==> src/rtl/uart_tx_feeder.sv <==
// uart_tx_feeder: byte FIFO feeding a UART transceiver through a launch/handshake FSM
module uart_tx_feeder #(
   parameter int DEPTH          = 16,
   parameter int ADDR_W         = 4,
   parameter int LAUNCH_TIMEOUT = 8
) (
   input  logic              clk,
   input  logic              rst,
   input  logic              wr_en,
   input  logic [7:0]        wr_data,
   input  logic              flush,
   input  logic              clear_err,
   input  logic              uart_busy,
   output logic              uart_transmit,
   output logic [7:0]        uart_tx_byte,
   output logic              full,
   output logic              empty,
   output logic [ADDR_W:0]   level,
   output logic              tx_active,
   output logic              overflow,
   output logic              launch_err
);
   localparam int TW = $clog2(LAUNCH_TIMEOUT + 1);
   typedef enum logic [1:0] {IDLE, LAUNCH, WAIT_DONE} state_t;
   state_t            state;
   logic [7:0]        mem [DEPTH];
   logic [ADDR_W-1:0] wr_ptr, rd_ptr;
   logic [TW-1:0]     cnt;
   logic              push, pop, timeout;
   assign full      = level == (ADDR_W+1)'(DEPTH);
   assign empty     = level == '0;
   assign tx_active = state != IDLE;
   assign push      = wr_en && !full && !flush;
   assign pop       = state == IDLE && !empty && !uart_busy;
   assign timeout   = state == LAUNCH && !uart_busy && cnt == TW'(LAUNCH_TIMEOUT - 1);
   // byte storage; contents are don't-care after reset so it carries no reset
   always_ff @(posedge clk)
      if (push && !rst) mem[wr_ptr] <= wr_data;
   // pointers, level and the sticky overflow flag; full is judged before any same-cycle pop
   always_ff @(posedge clk)
      if (rst) begin
         wr_ptr   <= '0;
         rd_ptr   <= '0;
         level    <= '0;
         overflow <= 1'b0;
      end else begin
         wr_ptr   <= flush ? '0 : wr_ptr + ADDR_W'(push);
         rd_ptr   <= flush ? '0 : rd_ptr + ADDR_W'(pop);
         level    <= flush ? '0 : level + (ADDR_W+1)'(push) - (ADDR_W+1)'(pop);
         overflow <= (wr_en && full && !flush) ? 1'b1 : clear_err ? 1'b0 : overflow;
      end
   // launch FSM driving the registered transceiver request and the launch error flag
   always_ff @(posedge clk)
      if (rst) begin
         state         <= IDLE;
         uart_transmit <= 1'b0;
         uart_tx_byte  <= 8'h00;
         cnt           <= '0;
         launch_err    <= 1'b0;
      end else begin
         case (state)
            IDLE:
               if (pop) begin
                  uart_tx_byte  <= mem[rd_ptr];
                  uart_transmit <= 1'b1;
                  cnt           <= '0;
                  state         <= LAUNCH;
               end
            LAUNCH:
               if (uart_busy) begin
                  uart_transmit <= 1'b0;
                  state         <= WAIT_DONE;
               end else if (timeout) begin
                  uart_transmit <= 1'b0;
                  state         <= IDLE;
               end else cnt <= cnt + 1'b1;
            WAIT_DONE:
               if (!uart_busy) state <= IDLE;
            default: state <= IDLE;
         endcase
         launch_err <= timeout ? 1'b1 : clear_err ? 1'b0 : launch_err;
      end
endmodule

==> config.mk <==
export PLATFORM = sky130hd
export DESIGN_NAME = uart_tx_feeder
export DESIGN_NICKNAME = d
export VERILOG_FILES = /design/src/rtl/uart_tx_feeder.sv
export SDC_FILE = /design/constraint.sdc
export NUM_CORES = 1
export LEC_CHECK = 0
export ABC_AREA = 1
export BUFFER_PORTS_ARGS = -buffer_cell sky130_fd_sc_hd__buf_2
export CORE_ASPECT_RATIO = 0.7
export CORE_UTILIZATION = 50
export DETAILED_ROUTE_END_ITERATION = 10
export PLACE_DENSITY = 0.7
export SKIP_LAST_GASP = 1
export SLEW_MARGIN = 15
export SYNTH_ARGS = -nofsm -noshare
export SYNTH_HDL_FRONTEND = slang
export SYNTH_SLANG_ARGS = --single-unit
==> constraint.sdc <==
create_clock -name clk -period 2.3 [get_ports clk]
set_input_delay 0.46 -clock clk [delete_from_list [all_inputs] [get_ports clk]]
set_output_delay 0.46 -clock clk [all_outputs]
set_load 0.005 [all_outputs]
== Yosys cells after proc, flatten, opt, wreduce, memory -nomap -nowiden ==
Memories as Yosys holds them, arrays and structs flattened. A register that Yosys moved wholly into a read port is not among the register bits.
Cells that the tools add are included.

* Add/subtract/negate cells: 5
* Eq/ne operators: 9
* Muxes and demuxes: 18
* Reductions and logical operators: 25

{| class="wikitable"
|+ Operator list
! kind !! number
|-
| 4-bit two-way mux || 3
|-
| 1-bit logical AND || 9
|-
| 4-bit by 1-bit adder with 4-bit output || 2
|-
| 1-bit two-way mux || 8
|-
| 2-bit two-way mux || 4
|-
| 2-bit != test (second input constant) || 4
|-
| 4-bit case mux with 2 select lines || 1
|-
| 2-bit nonzero test || 4
|-
| 2-bit case mux with 3 select lines || 1
|-
| 3-bit AND reduction || 2
|-
| 5-bit by 1-bit adder with 5-bit output || 1
|-
| 5-bit == test (second input constant) || 1
|-
| 1-bit zero test || 5
|-
| 5-bit zero test || 1
|-
| 5-bit by 1-bit subtractor with 5-bit output || 1
|-
| 4-bit by 1-bit adder with 4-bit output (second input constant) || 1
|-
| 4-bit by 3-bit == test with 1-bit output (second input constant) || 1
|-
| 4-bit AND reduction || 1
|-
| 3-bit != test (second input constant) || 1
|-
| 2-bit by 1-bit == test with 1-bit output (second input constant) || 1
|-
| 2-bit == test (second input constant) || 1
|-
| 2-bit zero test || 1
|-
| 1-bit case mux with 2 select lines || 1
|-
| 2-bit AND reduction || 1
|-
| 2-bit OR reduction || 1
|}

* Flip-flop bits (word level): 22
* RAM bits: 128
* Input bits: 14
* Output and inout port bits: 19
* Logic and storage cells: 66
* Memories: 1

{| class="wikitable"
|+ Memory list
! name !! words !! width !! rd ports !! clocked after Yosys merged registers in !! wr ports !! line !! text
|-
| mem || 16 || 8 || 1 || 1 || 1 || 26 || <nowiki>logic [7:0] mem [DEPTH];</nowiki>
|}

== Depth between registers and ports, before layout ==
Gate-level depths: netlist of the first run.

* Depth in word-level cells: 7
* Mapped depth: 15
* Mapped depth without buffers: 14

== Worst setup path after synthesis of the first run ==
Ideal clock, no wire load.

* Kind: register -> register
* Start: reg level[3]
* End: reg level[4]
* Library setup time: 70 ps
* Arrival time: 2,261 ps
* Required time: 2,230 ps
* Path slack: -30 ps
* Stages on the path, launching flop included: 16
* Path buffers: 1
* Clock period less this slack: 2,330 ps
* Path through: dfxtp_1 -> inv_1 -> ha_1 -> nand4_2 -> nand3_2 -> inv_2 -> buf_4 -> nand2_1 -> nand2_1 -> ha_1 -> fa_1 -> a21oi_1 -> nor2_1 -> nor2_1 -> o21ai_1 -> a21oi_1

* Cells in the longest elaborated chain, start to end: 6
* Elaborated cells between the ends (all ways): 10
* Classes of those cells: 2 x add/sub; 1 x eq/ne; 7 x reduce/logical

{| class="wikitable"
|+ RTL lines
! element !! line !! text
|-
| start, declared || 18 || <nowiki>output logic [ADDR_W:0] level,</nowiki>
|-
| start signal, assigned || 49 || <nowiki>level <= flush ? '0 : level + (ADDR_W+1)'(push) - (ADDR_W+1)'(pop);</nowiki>
|-
| 5-bit == test || 30 || <nowiki>assign full = level == (ADDR_W+1)'(DEPTH);</nowiki>
|-
| 1-bit zero test || 33 || <nowiki>assign push = wr_en && !full && !flush;</nowiki>
|-
| 1-bit logical AND (2 in series) || 33 ||
|-
| 5-bit by 1-bit adder with 5-bit output || 49 ||
|-
| 5-bit by 1-bit subtractor with 5-bit output (*) || 49 ||
|}

Every way passes the cells marked *; elsewhere a longest branch is shown, timed or not.
A chain may end at the register's enable or synchronous reset.

== Final worst setup path of the first run ==
* Start: reg level[2]
* End: reg level[4]

Same word-level chain as after synthesis.

==> results.ini, run 1 <==
[global_routing]
grt_max_degree=47
grt_pass1_wl_um=24800
gr-total-overflow=0
track_usage=0.240
antenna_found_initial=0
grt_pass1_vias=4670

[placed_design]
dp.cells=922
post-dp-hpwl_um=10400
dp_slack_ns=-0.0322
place_congestion=0.880
numPortBuffers=32

[floorplanning]
core_sq_um=13300
die_x_um=143
num_io_pins=33
start_util=0.519
dieHeight_um=100
dieArea_sq_um=14300
num_rows=35

[setup_path]
required_ns=2.66
critPathKind=reg -> reg
path_delay_family=adder cells
start_kind=flip-flop
slowest_stage=fa_2
crit_arrival_ns=2.52
worst-path-buf-inv=2
slowest_delay_ns=0.37
crit_chain=inv_2 > ha_4 > nand4_1 > nand3_2 > inv_2 > nand2_1 > nand2_1 > ha_2 > fa_2 > a21oi_2 > nor2_1 > nor2_1 > o21ai_1 > a21oi_1
end_kind=flip-flop
crit_path_max_fanout=3

[layout]
nNetsFinal=781
fill_cells=1087
drive_above_1_share=0.199
insertedDiodeCount=0
area_growth_pct=15.2
finalCoreUtilization=0.598
fin_cells=955

[drt]
via_per_inst=5.21
drt_iter0_drc=562
drt_first_pass_iters=5
vias=4973
drc=0
wl_per_cell_um=16.8
drtAntennaViolNets=0
finalWirelength_um=16000

[clock_tree]
cts_tree=done
numCtsBuffers=17
path_clk_slew_ns=0.06
cts_sinks=158
cts_root_buf=clkbuf_16
clock_path_buffers=2
cts.htree.levels=4
insertion_delay_ns=0.43

[run]
drv_cap=0

[sta]
setup_tns_ns=0
post-route-period-util=0.941
relSlewSlack=0.567
finalCriticalPeriod_ns=2.16
tightest_slew_ns=0.649
fmaxAchievable_ghz=0.462
fin_worst_skew_ns=0.00938
finalWorstSetupSlack_ns=0.137
slew_violations=0
hold_violations=0
setup_viol=0

[power]
p_comb_frac=0.192
p_per_area_nw_per_um2=955
internal_power_w=0.00549
p_sw_w=0.00211
power_w=0.00760
clkPwrFrac=0.372
seqPwrFrac=0.436
switching_share=0.278
p_leak_nw=3.38
ir_worst_vdd_uv=592

[logic_synthesis]
syn-num-nets=728
synth_cell_type_count=25
ys_seq_area_frac=0.643
ys_ff_latch=158
synth_area_sq_um=6910
synthCells=704
syn_area_per_cell_sq_um=9.81
synth-warning-count=0

[run_status]
status=finished, final reports clean

[hold_path]
hp-class=in -> reg

-- worst paths after layout --
kind	from	to	slack, ns	depth (start not counted)
setup / recovery	level[2]	level[4]	0.14	14
hold / removal	clear_err	overflow	0.30	4
setup reg to reg	level[2]	level[4]	0.14	14
hold reg to reg	overflow	overflow	0.46	2
-- layer usage --
layer	track usage	routed length, um	vias up
met5	0	0	-
met4	0.0736	252	0
met3	0.0582	1420	24
met2	0.361	7110	229
met1	0.345	7240	2347
li1	-	-	2373
-- registers in the layout, summed over array words and instances, names as in the netlist --
register / flops
launch_err: 1
rd_ptr: 4
overflow: 1
wr_ptr: 4
uart_tx_byte: 8
cnt: 4
level: 5
state: 2
uart_transmit: 1
mem: 128
-- worst reg2reg max path, cell delays in order, from the launching register on --
cell,delay [ns]
dfxtp_2,0.33
inv_2,0.08
ha_4,0.15
nand4_1,0.14
nand3_2,0.16
inv_2,0.05
nand2_1,0.05
nand2_1,0.06
ha_2,0.19
fa_2,0.37
a21oi_2,0.14
nor2_1,0.05
nor2_1,0.14
o21ai_1,0.07
a21oi_1,0.13
-- per-stage QoR --
stage                     cell area [sq um]  hold WS (ns)
after floorplan                        6910         0.456
after global placement                 7330         0.448
after detailed placement               7330         0.453
after CTS                              7930         0.293
after global routing                   7960         0.314
final                                  7960         0.298
-- area by class of cell --
class                           instances  area, sq um  area share
Sequential cell                       158         4450       0.559
Multi-Input combinational cell        413         1890       0.237
Clock buffer                           25          529      0.0665
Timing Repair Buffer                   62          398      0.0500
Inverter                              105          397      0.0498
Tap cell                              185          231      0.0291
Clock inverter                          7         70.1     0.00880
-- cell families after synthesis --
family,Yosys count,share of synthesized area
fa+ha+maj,10,0.0192
xor+xnor,5,0.00634
compound gates,18,0.0130
simple gates,380,0.231
buf+inv,133,0.0876
flops,158,0.643
-- synth_stat cells (all sizes together) --
cell | instances | area (sq um)
a21oi | 14 | 70.1
buf | 24 | 194
clkbuf | 4 | 15.0
clkinv | 3 | 13.8
dfxtp | 30 | 601
edfxtp | 128 | 3840
fa | 1 | 20.0
ha | 9 | 113
inv | 102 | 383
nand2 | 222 | 836
nand3 | 103 | 526
nand4 | 2 | 18.8
nor2 | 52 | 203
nor3 | 1 | 10.0
o21ai | 4 | 20.0
xnor2 | 4 | 35.0
xor2 | 1 | 8.76
-- layout by cell type, fill, tap and decap left out, drive strengths merged --
cell type  count
inv          106
xnor2          4
nand4          2
bufinv         1
nor2          52
clkinv         5
nand3        103
ha             9
buf           62
o21ai          4
fa             1
xor2           1
nand2        222
nor3           1
dfxtp         30
a21oi         14
edfxtp       128
clkbuf        25
-- power by group through the flow --
stage / sequential (W) / clock, W / combinational [W]
final: 0.00331 / 0.00283 / 0.00146
after global placement: 0.00336 / 0 / 0.00134
after global routing: 0.00333 / 0.00295 / 0.00166
after CTS: 0.00331 / 0.00284 / 0.00139
after detailed placement: 0.00337 / 0 / 0.00137
after floorplan: 0.00335 / 0 / 0.000947
-- what timing repair did --
item | CTS | global route
pin swaps | 0 | 5
setup endpoints to repair | 1 | 2
setup buffers | 0 | 1
gates resized for setup | 1 | 8
hold buffers | 0 | 0
Note: power is estimated with default switching activity, not from simulation.
==> run 2: changes to the inputs <==
--- a/config.mk
+++ b/config.mk
@@ -10,7 +10,7 @@
 export CORE_ASPECT_RATIO = 0.7
 export CORE_UTILIZATION = 50
 export DETAILED_ROUTE_END_ITERATION = 10
-export PLACE_DENSITY = 0.7
+export PLACE_DENSITY = 0.66
 export SKIP_LAST_GASP = 1
 export SLEW_MARGIN = 15
 export SYNTH_ARGS = -nofsm -noshare
==> results.ini, run 2 (same netlist as run 1, synthesis figures left out) <==
[setup_path]
crit_top_cell=buf_4
path_delay_family=simple AND/OR/NAND/NOR gates
crit_chain=inv_2 > ha_4 > nand4_1 > nand3_2 > buf_4 > buf_4 > nor2_2 > nand3_1 > nor2_1 > buf_4
required_ns=2.43
setup.worst_path.start=level[2]
start_kind=flip-flop
slowest_delay_ns=0.35
crit_path_max_fanout=6
critPathKind=reg -> reg
crit_arrival_ns=2.29
worst-path-buf-inv=4
r2r_start=level[2]
slowest_stage=dfxtp_2
end_kind=flip-flop

[clock_tree]
cts_tree=done
clock_path_buffers=2
cts_hold_buf=0
insertion_delay_ns=0.42
cts_root_buf=clkbuf_16
numCtsBuffers=17
cts_sinks=158
path_clk_slew_ns=0.07
cts.htree.levels=4

[placed_design]
numPortBuffers=32
dpl_cell_area_sq_um=7300
post-dp-hpwl_um=10100
place_congestion=0.789

[sta]
slew_violations=0
setup_viol=0
fin_worst_skew_ns=0.0109
relSlewSlack=0.569
post-route-period-util=0.940
fmaxAchievable_ghz=0.463
tightest_slew_ns=0.646
hold_violations=0
finalCriticalPeriod_ns=2.16

[layout]
finalCoreUtilization=0.598
fill_cells=1125
insertedDiodeCount=0
fin_area_sq_um=7960
layout_common_cells=nand2_1 (219), edfxtp_1 (128), nand3_1 (100)
drive_above_1_share=0.204
top_regs=mem: 128 flops, uart_tx_byte: 8 flops, level: 5 flops
regMostFlops=mem
nNetsFinal=780
final_common_cell=nand2_1
largest_reg_flops=128
area_growth_pct=15.3

[global_routing]
met2_usage=0.354
gr-total-overflow=0
grtUsageMet3=0.0582
grt_pass1_vias=4639
met1_usage=0.361
track_usage=0.242
grt_pass1_wl_um=25100
grt_max_degree=39
antenna_found_initial=0
grt.busiest_layer=met1

[hold_path]
hp-class=in -> reg
min-delay-start=clear_err

[drt]
drt_iter0_drc=456
via_per_inst=5.11
wl_per_cell_um=16.6
drc=0
finalWirelength_um=15800
drtAntennaViolNets=0
drt_first_pass_iters=6
vias=4873

[run]
drv_cap=0

[power]
p_leak_nw=3.37
p_per_area_nw_per_um2=954
ir_worst_vdd_uv=531

[floorplanning]
num_rows=35
num_io_pins=33
dieArea_sq_um=14300
die_x_um=143
core_sq_um=13300
start_util=0.519
dieHeight_um=100

[run_status]
status=finished, final reports clean

-- run 2: worst reg2reg max path: stages, from the launching register on --
cell	delay, ns
dfxtp_2	0.35
inv_2	0.06
ha_4	0.16
nand4_1	0.12
nand3_2	0.13
buf_4	0.15
buf_4	0.12
nor2_2	0.16
nand3_1	0.16
nor2_1	0.25
buf_4	0.21
-- run 2: layout make-up --
class | instances | area, sq um | share of cell area
clock buffers | 23 | 543 | 0.0682
clock inverters | 9 | 66.3 | 0.00833
multi-input cells | 413 | 1900 | 0.239
flip-flops and latches | 158 | 4450 | 0.559
inverters | 105 | 397 | 0.0498
repair buffers | 61 | 378 | 0.0474
well taps | 185 | 231 | 0.0291
-- run 2: per-layer routing --
layer  vias up  routed length [um]
li1       2367                   -
met1      2315                7410
met2       180                7020
met3        11                1220
met4         0                 154
met5         -                   0
-- run 2: repair_timing --
action	in CTS	in global routing
buffers inserted	2	0
pin swaps	3	5
resized for setup	1	11
endpoints found under the setup margin	1	23
-- run 2: worst paths after layout --
kind | endpoint | slack, ns | depth (start not counted)
setup / recovery | mem[15][4] | 0.14 | 10
hold / removal | overflow | 0.30 | 4
setup reg to reg | mem[15][4] | 0.14 | 10
hold reg to reg | overflow | 0.46 | 2
-- run 2: per-stage QoR --
| stage | instances | total power, W | worst slack [ns] | setup TNS, ns | hold WS [ns] |
|---|---|---|---|---|---|
| 4_1_cts | 954 | 0.00755 | 0.0181 | 0 | 0.292 |
| 3_5_place_dp | 920 | 0.00473 | -0.0689 | -0.0689 | 0.455 |
| 5_1_grt | 954 | 0.00796 | -0.0264 | -0.0264 | 0.310 |
| 3_3_place_gp | 920 | 0.00470 | 0.0213 | 0 | 0.449 |
| 6_report | 954 | 0.00760 | 0.138 | 0 | 0.301 |
| 2_1_floorplan | 704 | 0.00430 | 0.00814 | 0 | 0.456 |
-- run 2: where the power goes --
part	leakage (nW)	switching (W)	internal (W)
combinational	1.67	0.000929	0.000546
sequential	1.40	0.0000853	0.00322
clock	0.297	0.00114	0.00168
total	3.37	0.00216	0.00544
==> run 3: changes to the inputs <==
==> constraint.sdc (replaced) <==
create_clock -name clk -period 2.3 [get_ports clk]
set_input_delay 0.46 -clock clk [delete_from_list [all_inputs] [get_ports clk]]
set_output_delay 0.46 -clock clk [all_outputs]
set_load 0.02 [all_outputs]
==> results.ini, run 3 (same netlist as run 1, synthesis figures left out) <==
[sta]
hold_violations=0
relSlewSlack=0.520
fmaxAchievable_ghz=0.462
setup_viol=0
grt_setup_unrepaired=no
finalWorstSetupSlack_ns=0.134
fin_worst_skew_ns=0.0136
finalCriticalPeriod_ns=2.17
post-route-period-util=0.942
hold_slack_ns=0.296
slew_violations=0
tightest_slew_ns=0.720

[layout]
largest_reg_flops=128
area_growth_pct=14.5
nNetsFinal=777
layout_common_cells=nand2_1 (220), edfxtp_1 (128), nand3_1 (100)
seq_area_sq_um=4450
drive_above_1_share=0.201
top_regs=mem: 128 flops, uart_tx_byte: 8 flops, level: 5 flops
insertedDiodeCount=0
multi_input_area_sq_um=1900
final_common_cell=nand2_1
regMostFlops=mem
fill_cells=1142
fin_area_sq_um=7910

[placed_design]
dp_slack_ns=-0.0140
numPortBuffers=32
post-dp-hpwl_um=10300
dpl_cell_area_sq_um=7290
place_congestion=0.797

[power]
p_leak_nw=3.34
ir_worst_vdd_uv=622
p_per_area_nw_per_um2=961

[clock_tree]
cts.htree.levels=4
numCtsBuffers=17
clock_path_buffers=2
cts_tree=done
insertion_delay_ns=0.43
cts_hold_buf=0
path_clk_slew_ns=0.07
cts_root_buf=clkbuf_16
cts_sinks=158

[global_routing]
grt.busiest_layer=met1
track_usage=0.244
met1_usage=0.363
gr-total-overflow=0
antenna_found_initial=0
grtUsageMet3=0.0506
grt_pass1_wl_um=25200
grt_pass1_vias=4650
grt_max_degree=66
met2_usage=0.348

[floorplanning]
dieHeight_um=100
num_io_pins=33
die_x_um=143
dieArea_sq_um=14300
start_util=0.519
core_sq_um=13300
num_rows=35

[drt]
drc=0
drtAntennaViolNets=0
vias=4831
finalWirelength_um=16000
via_per_inst=5.08
drt_first_pass_iters=5
drt_iter0_drc=448
wl_per_cell_um=16.8

[setup_path]
crit_arrival_ns=2.54
start_kind=flip-flop
required_ns=2.67
end_kind=flip-flop
critPathKind=reg -> reg
crit_path_max_fanout=3

[run_status]
status=finished, final reports clean

[run]
drv_cap=0

[hold_path]
hp-class=in -> reg

-- run 3: cell type report --
cell class	count	area share
clock buffers	19	0.0587
multi-input cells	413	0.241
flip-flops and latches	158	0.562
repair buffers	58	0.0465
clock inverters	13	0.0125
well taps	185	0.0293
inverters	105	0.0501
-- run 3: worst paths after layout --
path,startpoint,to,slack [ns],depth (start not counted)
max,level[3],level[4],0.13,13
min,clear_err,launch_err,0.30,4
max reg2reg,level[3],level[4],0.13,13
min reg2reg,launch_err,launch_err,0.47,2
-- run 3: per-layer routing --
layer  vias up  wire length, um
met5         -                0
met4         0              260
met3        21             1010
met2       133             6950
met1      2310             7800
li1       2367                -
-- run 3: worst max-delay path: stages, from the launching register on --
cell     delay (ns)
dfxtp_2        0.36
inv_2          0.06
ha_4           0.16
nand4_1        0.11
nand3_2        0.16
nand2_4        0.12
nand2_1        0.08
ha_4           0.18
fa_2           0.38
a21oi_2        0.14
nor2_1         0.04
nor2_1         0.13
o21ai_1        0.07
a21oi_1        0.12
-- run 3: power by group --
| part | internal [W] | total [W] | leakage (nW) | switching [W] |
|---|---|---|---|---|
| clock network | 0.00149 | 0.00268 | 0.277 | 0.00119 |
| logic | 0.000535 | 0.00162 | 1.67 | 0.00108 |
| registers | 0.00322 | 0.00330 | 1.40 | 0.0000823 |
| total | 0.00524 | 0.00760 | 3.34 | 0.00236 |
-- run 3: what timing repair did --
item	CTS	global route
buffers inserted	0	2
endpoints found under the setup margin	1	1
resized for setup	1	8
pin swaps	0	6
-- run 3: stage by stage --
step,power [W],setup TNS (ns),instances,utilization
after global routing,0.00796,0,951,0.594
after detailed placement,0.00489,-0.0140,917,0.548
final,0.00760,0,951,0.594
after global placement,0.00486,0,917,0.548
after CTS,0.00754,0,949,0.591
after floorplan,0.00445,0,704,-
